<file path="src/rtl/ysyx_041461_mul_issue_if.sv">
`default_nettype none
// ============================================================================
// Module   : ysyx_041461_mul_issue_if
// Purpose  : Bundles the three handshakes around the multiply issue unit:
//            EX-side op request, multiplier request/response, and the
//            writeback result channel.
// Modports : master - the issue unit (drives ex_ready, MUL_* requests, out_*)
//            slave  - the surroundings (EX pipe, multiplier, writeback)
// Revision : 1.0 - initial release
// ============================================================================
interface ysyx_041461_mul_issue_if;
  // EX pipeline side
  logic        ex_valid;
  logic        ex_ready;
  logic [2:0]  ex_op;
  logic [63:0] ex_src1;
  logic [63:0] ex_src2;
  logic        ex_flush;
  // Multiplier side
  logic        MUL_valid_in;
  logic        MUL_flush;
  logic        MUL_mulw;
  logic [1:0]  MUL_signed;
  logic [63:0] MUL_multiplicand;
  logic [63:0] MUL_multiplier;
  logic        MUL_ready;
  logic        MUL_valid_out;
  logic [63:0] MUL_result_hi;
  logic [63:0] MUL_result_lo;
  // Writeback side
  logic        out_valid;
  logic        out_ready;
  logic [63:0] out_data;

  modport master (
    input  ex_valid, ex_op, ex_src1, ex_src2, ex_flush,
    output ex_ready,
    output MUL_valid_in, MUL_flush, MUL_mulw, MUL_signed,
    output MUL_multiplicand, MUL_multiplier,
    input  MUL_ready, MUL_valid_out, MUL_result_hi, MUL_result_lo,
    output out_valid, out_data,
    input  out_ready
  );

  modport slave (
    output ex_valid, ex_op, ex_src1, ex_src2, ex_flush,
    input  ex_ready,
    input  MUL_valid_in, MUL_flush, MUL_mulw, MUL_signed,
    input  MUL_multiplicand, MUL_multiplier,
    output MUL_ready, MUL_valid_out, MUL_result_hi, MUL_result_lo,
    input  out_valid, out_data,
    output out_ready
  );
endinterface
`default_nettype wire

</file>
<file path="src/rtl/ysyx_041461_mul_issue.sv">
`default_nettype none
// ============================================================================
// Module   : ysyx_041461_mul_issue
// Purpose  : EX-stage requester for the iterative multiplier. Accepts one
//            RV64M multiply op, issues it to the multiplier over a
//            valid/ready request, formats the returned 128-bit product into
//            the 64-bit writeback value and holds it until consumed. Flushes
//            from the pipeline are forwarded as a one-cycle MUL_flush pulse.
// Ports    : clk  - system clock, all state on rising edge
//            rst  - asynchronous active-low reset
//            bus  - ysyx_041461_mul_issue_if.master (EX, multiplier and
//                   writeback handshakes)
// Revision : 1.0 - initial release
// ============================================================================
module ysyx_041461_mul_issue (
  input  logic                           clk,
  input  logic                           rst,
  ysyx_041461_mul_issue_if.master        bus
);

  typedef enum logic [1:0] {
    ST_IDLE = 2'd0,
    ST_REQ  = 2'd1,
    ST_WAIT = 2'd2,
    ST_DONE = 2'd3
  } state_e;

  state_e      state_q,    state_d;
  logic [63:0] mcand_q,    mcand_d;
  logic [63:0] mplier_q,   mplier_d;
  logic [63:0] out_data_q, out_data_d;
  logic [1:0]  signed_q,   signed_d;
  logic        mulw_q,     mulw_d;
  logic        sel_hi_q,   sel_hi_d;   // result comes from the upper half
  logic        flush_q,    flush_d;

  // Op decode; encodings 101-111 fall through to plain MUL.
  logic        dec_mulw;
  logic        dec_hi;
  logic [1:0]  dec_signed;
  logic [63:0] fmt_result;

  always_comb begin
    dec_mulw   = (bus.ex_op == 3'b100);
    dec_hi     = (bus.ex_op == 3'b001) || (bus.ex_op == 3'b010) ||
                 (bus.ex_op == 3'b011);
    case (bus.ex_op)
      3'b010:  dec_signed = 2'b10;  // MULHSU: signed rs1, unsigned rs2
      3'b011:  dec_signed = 2'b00;  // MULHU
      default: dec_signed = 2'b11;  // MUL, MULH, MULW
    endcase
  end

  // MULW takes the low word of the product and sign-extends it.
  always_comb begin
    if (mulw_q) begin
      fmt_result = {{32{bus.MUL_result_lo[31]}}, bus.MUL_result_lo[31:0]};
    end else if (sel_hi_q) begin
      fmt_result = bus.MUL_result_hi;
    end else begin
      fmt_result = bus.MUL_result_lo;
    end
  end

  // Next-state logic. Flush is tested first in every busy state so it
  // wins over a same-cycle handshake, result pulse or writeback consume.
  always_comb begin
    state_d    = state_q;
    mcand_d    = mcand_q;
    mplier_d   = mplier_q;
    out_data_d = out_data_q;
    signed_d   = signed_q;
    mulw_d     = mulw_q;
    sel_hi_d   = sel_hi_q;
    flush_d    = 1'b0;

    case (state_q)
      ST_IDLE: begin
        if (bus.ex_valid && !bus.ex_flush) begin
          mcand_d  = bus.ex_src1;
          mplier_d = bus.ex_src2;
          signed_d = dec_signed;
          mulw_d   = dec_mulw;
          sel_hi_d = dec_hi;
          state_d  = ST_REQ;
        end
      end
      ST_REQ: begin
        if (bus.ex_flush) begin
          flush_d = 1'b1;
          state_d = ST_IDLE;
        end else if (bus.MUL_ready) begin
          // MUL_valid_in is high for the whole of REQ, so ready alone
          // completes the handshake.
          state_d = ST_WAIT;
        end
      end
      ST_WAIT: begin
        if (bus.ex_flush) begin
          flush_d = 1'b1;
          state_d = ST_IDLE;
        end else if (bus.MUL_valid_out) begin
          out_data_d = fmt_result;
          state_d    = ST_DONE;
        end
      end
      ST_DONE: begin
        // A flush here only drops the held result; the multiplier is
        // already idle, so no cancel pulse is sent.
        if (bus.ex_flush || bus.out_ready) begin
          state_d = ST_IDLE;
        end
      end
      default: begin
        state_d = ST_IDLE;
      end
    endcase
  end

  always_ff @(posedge clk or negedge rst) begin
    if (!rst) begin
      state_q    <= ST_IDLE;
      mcand_q    <= 64'd0;
      mplier_q   <= 64'd0;
      out_data_q <= 64'd0;
      signed_q   <= 2'b00;
      mulw_q     <= 1'b0;
      sel_hi_q   <= 1'b0;
      flush_q    <= 1'b0;
    end else begin
      state_q    <= state_d;
      mcand_q    <= mcand_d;
      mplier_q   <= mplier_d;
      out_data_q <= out_data_d;
      signed_q   <= signed_d;
      mulw_q     <= mulw_d;
      sel_hi_q   <= sel_hi_d;
      flush_q    <= flush_d;
    end
  end

  // Every output is a flop or a pure decode of the state register.
  assign bus.ex_ready         = (state_q == ST_IDLE);
  assign bus.MUL_valid_in     = (state_q == ST_REQ);
  assign bus.MUL_flush        = flush_q;
  assign bus.MUL_mulw         = mulw_q;
  assign bus.MUL_signed       = signed_q;
  assign bus.MUL_multiplicand = mcand_q;
  assign bus.MUL_multiplier   = mplier_q;
  assign bus.out_valid        = (state_q == ST_DONE);
  assign bus.out_data         = out_data_q;

endmodule
`default_nettype wire
</file>
<file path="src/flat_wrapper.sv">
// flat-port wrapper written by rule: the top's interface ports become plain ports
module ysyx_041461_mul_issue_flat 
  (clk, rst, bus_ex_valid, bus_ex_op, bus_ex_src1, bus_ex_src2, bus_ex_flush, bus_ex_ready, bus_MUL_valid_in, bus_MUL_flush, bus_MUL_mulw, bus_MUL_signed, bus_MUL_multiplicand, bus_MUL_multiplier, bus_MUL_ready, bus_MUL_valid_out, bus_MUL_result_hi, bus_MUL_result_lo, bus_out_valid, bus_out_data, bus_out_ready);
  ysyx_041461_mul_issue_if bus_i ();
  input  logic clk;
  input  logic rst;
  input wire logic [$bits(bus_i.ex_valid)-1:0] bus_ex_valid;
  input wire logic [$bits(bus_i.ex_op)-1:0] bus_ex_op;
  input wire logic [$bits(bus_i.ex_src1)-1:0] bus_ex_src1;
  input wire logic [$bits(bus_i.ex_src2)-1:0] bus_ex_src2;
  input wire logic [$bits(bus_i.ex_flush)-1:0] bus_ex_flush;
  output wire logic [$bits(bus_i.ex_ready)-1:0] bus_ex_ready;
  output wire logic [$bits(bus_i.MUL_valid_in)-1:0] bus_MUL_valid_in;
  output wire logic [$bits(bus_i.MUL_flush)-1:0] bus_MUL_flush;
  output wire logic [$bits(bus_i.MUL_mulw)-1:0] bus_MUL_mulw;
  output wire logic [$bits(bus_i.MUL_signed)-1:0] bus_MUL_signed;
  output wire logic [$bits(bus_i.MUL_multiplicand)-1:0] bus_MUL_multiplicand;
  output wire logic [$bits(bus_i.MUL_multiplier)-1:0] bus_MUL_multiplier;
  input wire logic [$bits(bus_i.MUL_ready)-1:0] bus_MUL_ready;
  input wire logic [$bits(bus_i.MUL_valid_out)-1:0] bus_MUL_valid_out;
  input wire logic [$bits(bus_i.MUL_result_hi)-1:0] bus_MUL_result_hi;
  input wire logic [$bits(bus_i.MUL_result_lo)-1:0] bus_MUL_result_lo;
  output wire logic [$bits(bus_i.out_valid)-1:0] bus_out_valid;
  output wire logic [$bits(bus_i.out_data)-1:0] bus_out_data;
  input wire logic [$bits(bus_i.out_ready)-1:0] bus_out_ready;
  assign bus_i.ex_valid = bus_ex_valid;
  assign bus_i.ex_op = bus_ex_op;
  assign bus_i.ex_src1 = bus_ex_src1;
  assign bus_i.ex_src2 = bus_ex_src2;
  assign bus_i.ex_flush = bus_ex_flush;
  assign bus_ex_ready = bus_i.ex_ready;
  assign bus_MUL_valid_in = bus_i.MUL_valid_in;
  assign bus_MUL_flush = bus_i.MUL_flush;
  assign bus_MUL_mulw = bus_i.MUL_mulw;
  assign bus_MUL_signed = bus_i.MUL_signed;
  assign bus_MUL_multiplicand = bus_i.MUL_multiplicand;
  assign bus_MUL_multiplier = bus_i.MUL_multiplier;
  assign bus_i.MUL_ready = bus_MUL_ready;
  assign bus_i.MUL_valid_out = bus_MUL_valid_out;
  assign bus_i.MUL_result_hi = bus_MUL_result_hi;
  assign bus_i.MUL_result_lo = bus_MUL_result_lo;
  assign bus_out_valid = bus_i.out_valid;
  assign bus_out_data = bus_i.out_data;
  assign bus_i.out_ready = bus_out_ready;
  ysyx_041461_mul_issue u_core (.clk(clk), .rst(rst), .bus(bus_i));
endmodule
</file>
<file path="config.mk">
export PLATFORM = sky130hd
export DESIGN_NAME = ysyx_041461_mul_issue_flat
export DESIGN_NICKNAME = d
export VERILOG_FILES = /design/src/rtl/ysyx_041461_mul_issue_if.sv /design/src/rtl/ysyx_041461_mul_issue.sv /design/src/flat_wrapper.sv
export SDC_FILE = /design/constraint.sdc
export NUM_CORES = 1
export LEC_CHECK = 0
export BUFFER_PORTS_ARGS = -buffer_cell sky130_fd_sc_hd__buf_2
export CORE_AREA = 2 2 182 184
export DETAILED_ROUTE_END_ITERATION = 6
export DIE_AREA = 0 0 184 186
export HOLD_SLACK_MARGIN = 0.08
export PLACE_DENSITY = 0.51
export SYNTH_ARGS = -nofsm -noshare
export SYNTH_HDL_FRONTEND = slang
export SYNTH_SLANG_ARGS = --single-unit
</file>
<file path="constraint.sdc">
create_clock -name clk -period 2.06 [get_ports clk]
set_input_delay 0.103 -clock clk [delete_from_list [all_inputs] [get_ports clk]]
set_output_delay 0.103 -clock clk [all_outputs]
set_load 0.05 [all_outputs]
</file>
==> metrics.txt <==
critical path peak fanout 32; crit end category flip-flop; Total Routing Usage GR 15.8%; leak pwr between 7 and 8 nW; Worst-Margin Slew just under 0.4 ns; Initial Util 26.3%; Yosys top cell area share ~59%; outcome finished, final reports clean; flops & latches, synth 199; CTS root buffer clkbuf_16; max_slew headroom 73.6%; RSZ-0062 raised after global routing no; Rows 66; 1st-iter DRT viols 174; Post-Route WL approximately 28000 um; Die Width 184 um; cell count after synthesis 634; power per cell area between 1500 and 2000 nW/um2; Crit path required time 2.38 ns; Hold Buf Count CTS approximately 240; f_max 0.523 GHz; MaxCap Viol Count 0; largest net degree at the start of global routing 70; IO buf count roughly 460; Post-Layout Cell Count about 1700; Final setup violation count 0; DP Cell Count 1477; Mapped Nets 905; core area approximately 32000 um2; Arr. time, crit path 2.23 ns; Pre-antenna DRT Iters 4; Congestion Overflow GR 0; Vias/cell 4.30; Final WS setup 0.148 ns; Setup Buffers After CTS 0; DRC 0; Worst IR Drop VDD 0.000900 V; vias in the first global route 7703; WHS 0.110 ns; Netlist cell types 27; initial antenna violation count 0; IO Pins 465; critical path launch point type flip-flop; dpl hpwl 19700 um; CTS Buf Count 17; CP Class flip-flop to flip-flop; nets@finish 1595; largest cells by area after synthesis dfrtp_1 (59%), mux2_2 (13%), mux2_4 (5.7%); Synthesis Warnings 0; antenna cells 0; number of H-tree levels 4; skew final 0.0135 ns; CTS tree yes; Worst-path clk slew 0.08 ns; first-pass GRT wire length around 42000 um; mapped cell area 8470 um2; clk sink count 199; minimum clock period 1.91 ns; Routability Congestion 0.751; Fillers 3015; HP Class input port to flip-flop; fin crit share 92.8%; Yosys top cell by area dfrtp_1; TNS Setup 0 ns; Resized Gates After CTS 0; Area Growth Syn to Fin 68.4%; pre-CTS WS 0.232 ns; WL/cell 15.9 um; synthesized area per cell 13.4 um2; Slew Limit Fails 0; DIE HEIGHT 186 um; Longest Clk Path Bufs 2; die area 34200 um2; Vias 7499; register area share after synthesis approximately three fifths; DP Area 11300 um2; fraction of layout cells with a size suffix above 1 48.5%; design area between 10000 and 15000 um2; Clk Latency, worst-skew pair about 0.45 ns; antenna-violating nets left 0; final hold vios 0
cells in the mapped netlist (all sizes together):
master	instances
a211oi	32
a21boi	1
a21o	1
a21oi	2
a221o	1
and2	1
buf	36
clkbuf	12
dfrtp	199
ha	5
inv	5
mux2	128
mux2i	34
nand2	68
nand3	2
nor2	3
nor2b	35
o21ai	35
o22ai	1
o31ai	33
logic make-up (layout without fill, tap and decap cells):
group                      after synthesis  after routing  synth area share, %
AOI/OAI and AO/OA                      106            106                 8.32
adders and majority gates                5              5                0.739
buffers and inverters                   53            756                 3.68
DFF                                    199            199                 58.8
muxes                                  162            162                 22.5
and+or+nand+nor                        109            109                 5.98
registers in the layout, indices dropped and copies added, names as in the netlist:
register,flops
u_core.bus.MUL_multiplier,64
u_core.bus.MUL_signed,2
u_core.bus.MUL_multiplicand,64
u_core.sel_hi_q,1
u_core.bus.MUL_mulw,1
u_core.state_q,2
u_core.bus.out_data,64
u_core.bus.MUL_flush,1
power breakdown:
part / leakage (nW) / total, W / internal (W) / switching, W
registers: 2.43 / 0.00677 / 0.00577 / 0.000995
logic: 4.36 / 0.0139 / 0.00423 / 0.00967
clock network: 0.274 / 0.00327 / 0.00161 / 0.00166
placed cells by master (no fill, tap or decap), drive strengths merged:
cell type and count:
a211oi 32, a21boi 1, a21o 1, a21oi 2, a221o 1, and2 1, buf 482, clkbuf 19
clkinv 6, clkinvlp 2, dfrtp 199, dlygate4sd3 236, ha 5, inv 11, mux2 128, mux2i 34
nand2 68, nand3 2, nor2 3, nor2b 35, o21ai 35, o22ai 1, o31ai 33
metrics by stage:
step           utilization [%]  total power (W)
4_1_cts                   44.3           0.0242
2_1_floorplan                -           0.0168
5_1_grt                   44.3           0.0252
3_3_place_gp              35.2           0.0201
3_5_place_dp              35.2           0.0202
6_report                  44.3           0.0239
routing by layer:
metal  vias to the layer above  track usage (%)  share of wire [%]  wire length, um
met2                       288             27.4                 50            13800
met3                        28             5.05                7.6             2100
met1                      3567             18.5                 41            11300
li1                       3616                -                  -                -
met4                         0             5.63                1.6              441
met5                         -                0                  0                0
area by class of cell:
class | instances | area, um2 | share of cell area, %
inverter | 5 | 18.8 | 0.132
clock buffer | 18 | 429 | 3.01
multi-input combinational | 382 | 3210 | 22.5
clock inverter | 14 | 141 | 0.991
tap | 408 | 510 | 3.58
sequential | 199 | 4980 | 34.9
timing repair buffer | 719 | 4970 | 34.9
worst paths after layout:
path,start,endpoint,slack [ns],cells after the start
max in group asynchronous,rst,u_core.bus.MUL_multiplier[9],1.14,3
worst max-delay path,u_core.bus.MUL_mulw,u_core.bus.out_data[25],0.15,5
worst min-delay path,bus_MUL_result_lo[52],u_core.bus.out_data[52],0.11,4
worst min register to register,u_core.bus.out_data[29],u_core.bus.out_data[29],0.48,2
worst max register to register,u_core.bus.MUL_mulw,u_core.bus.out_data[25],0.15,5
min in group asynchronous,rst,u_core.bus.MUL_multiplier[11],0.16,2
worst max-delay path, cell delays in order (launching register included):
cell and delay (ns):
dfrtp_1 0.46, nor2b_4 0.16, buf_12 0.24, mux2i_1 0.23, dlygate4sd3_1 0.58, o21ai_0 0.09
(Power assumes the default switching activity.)
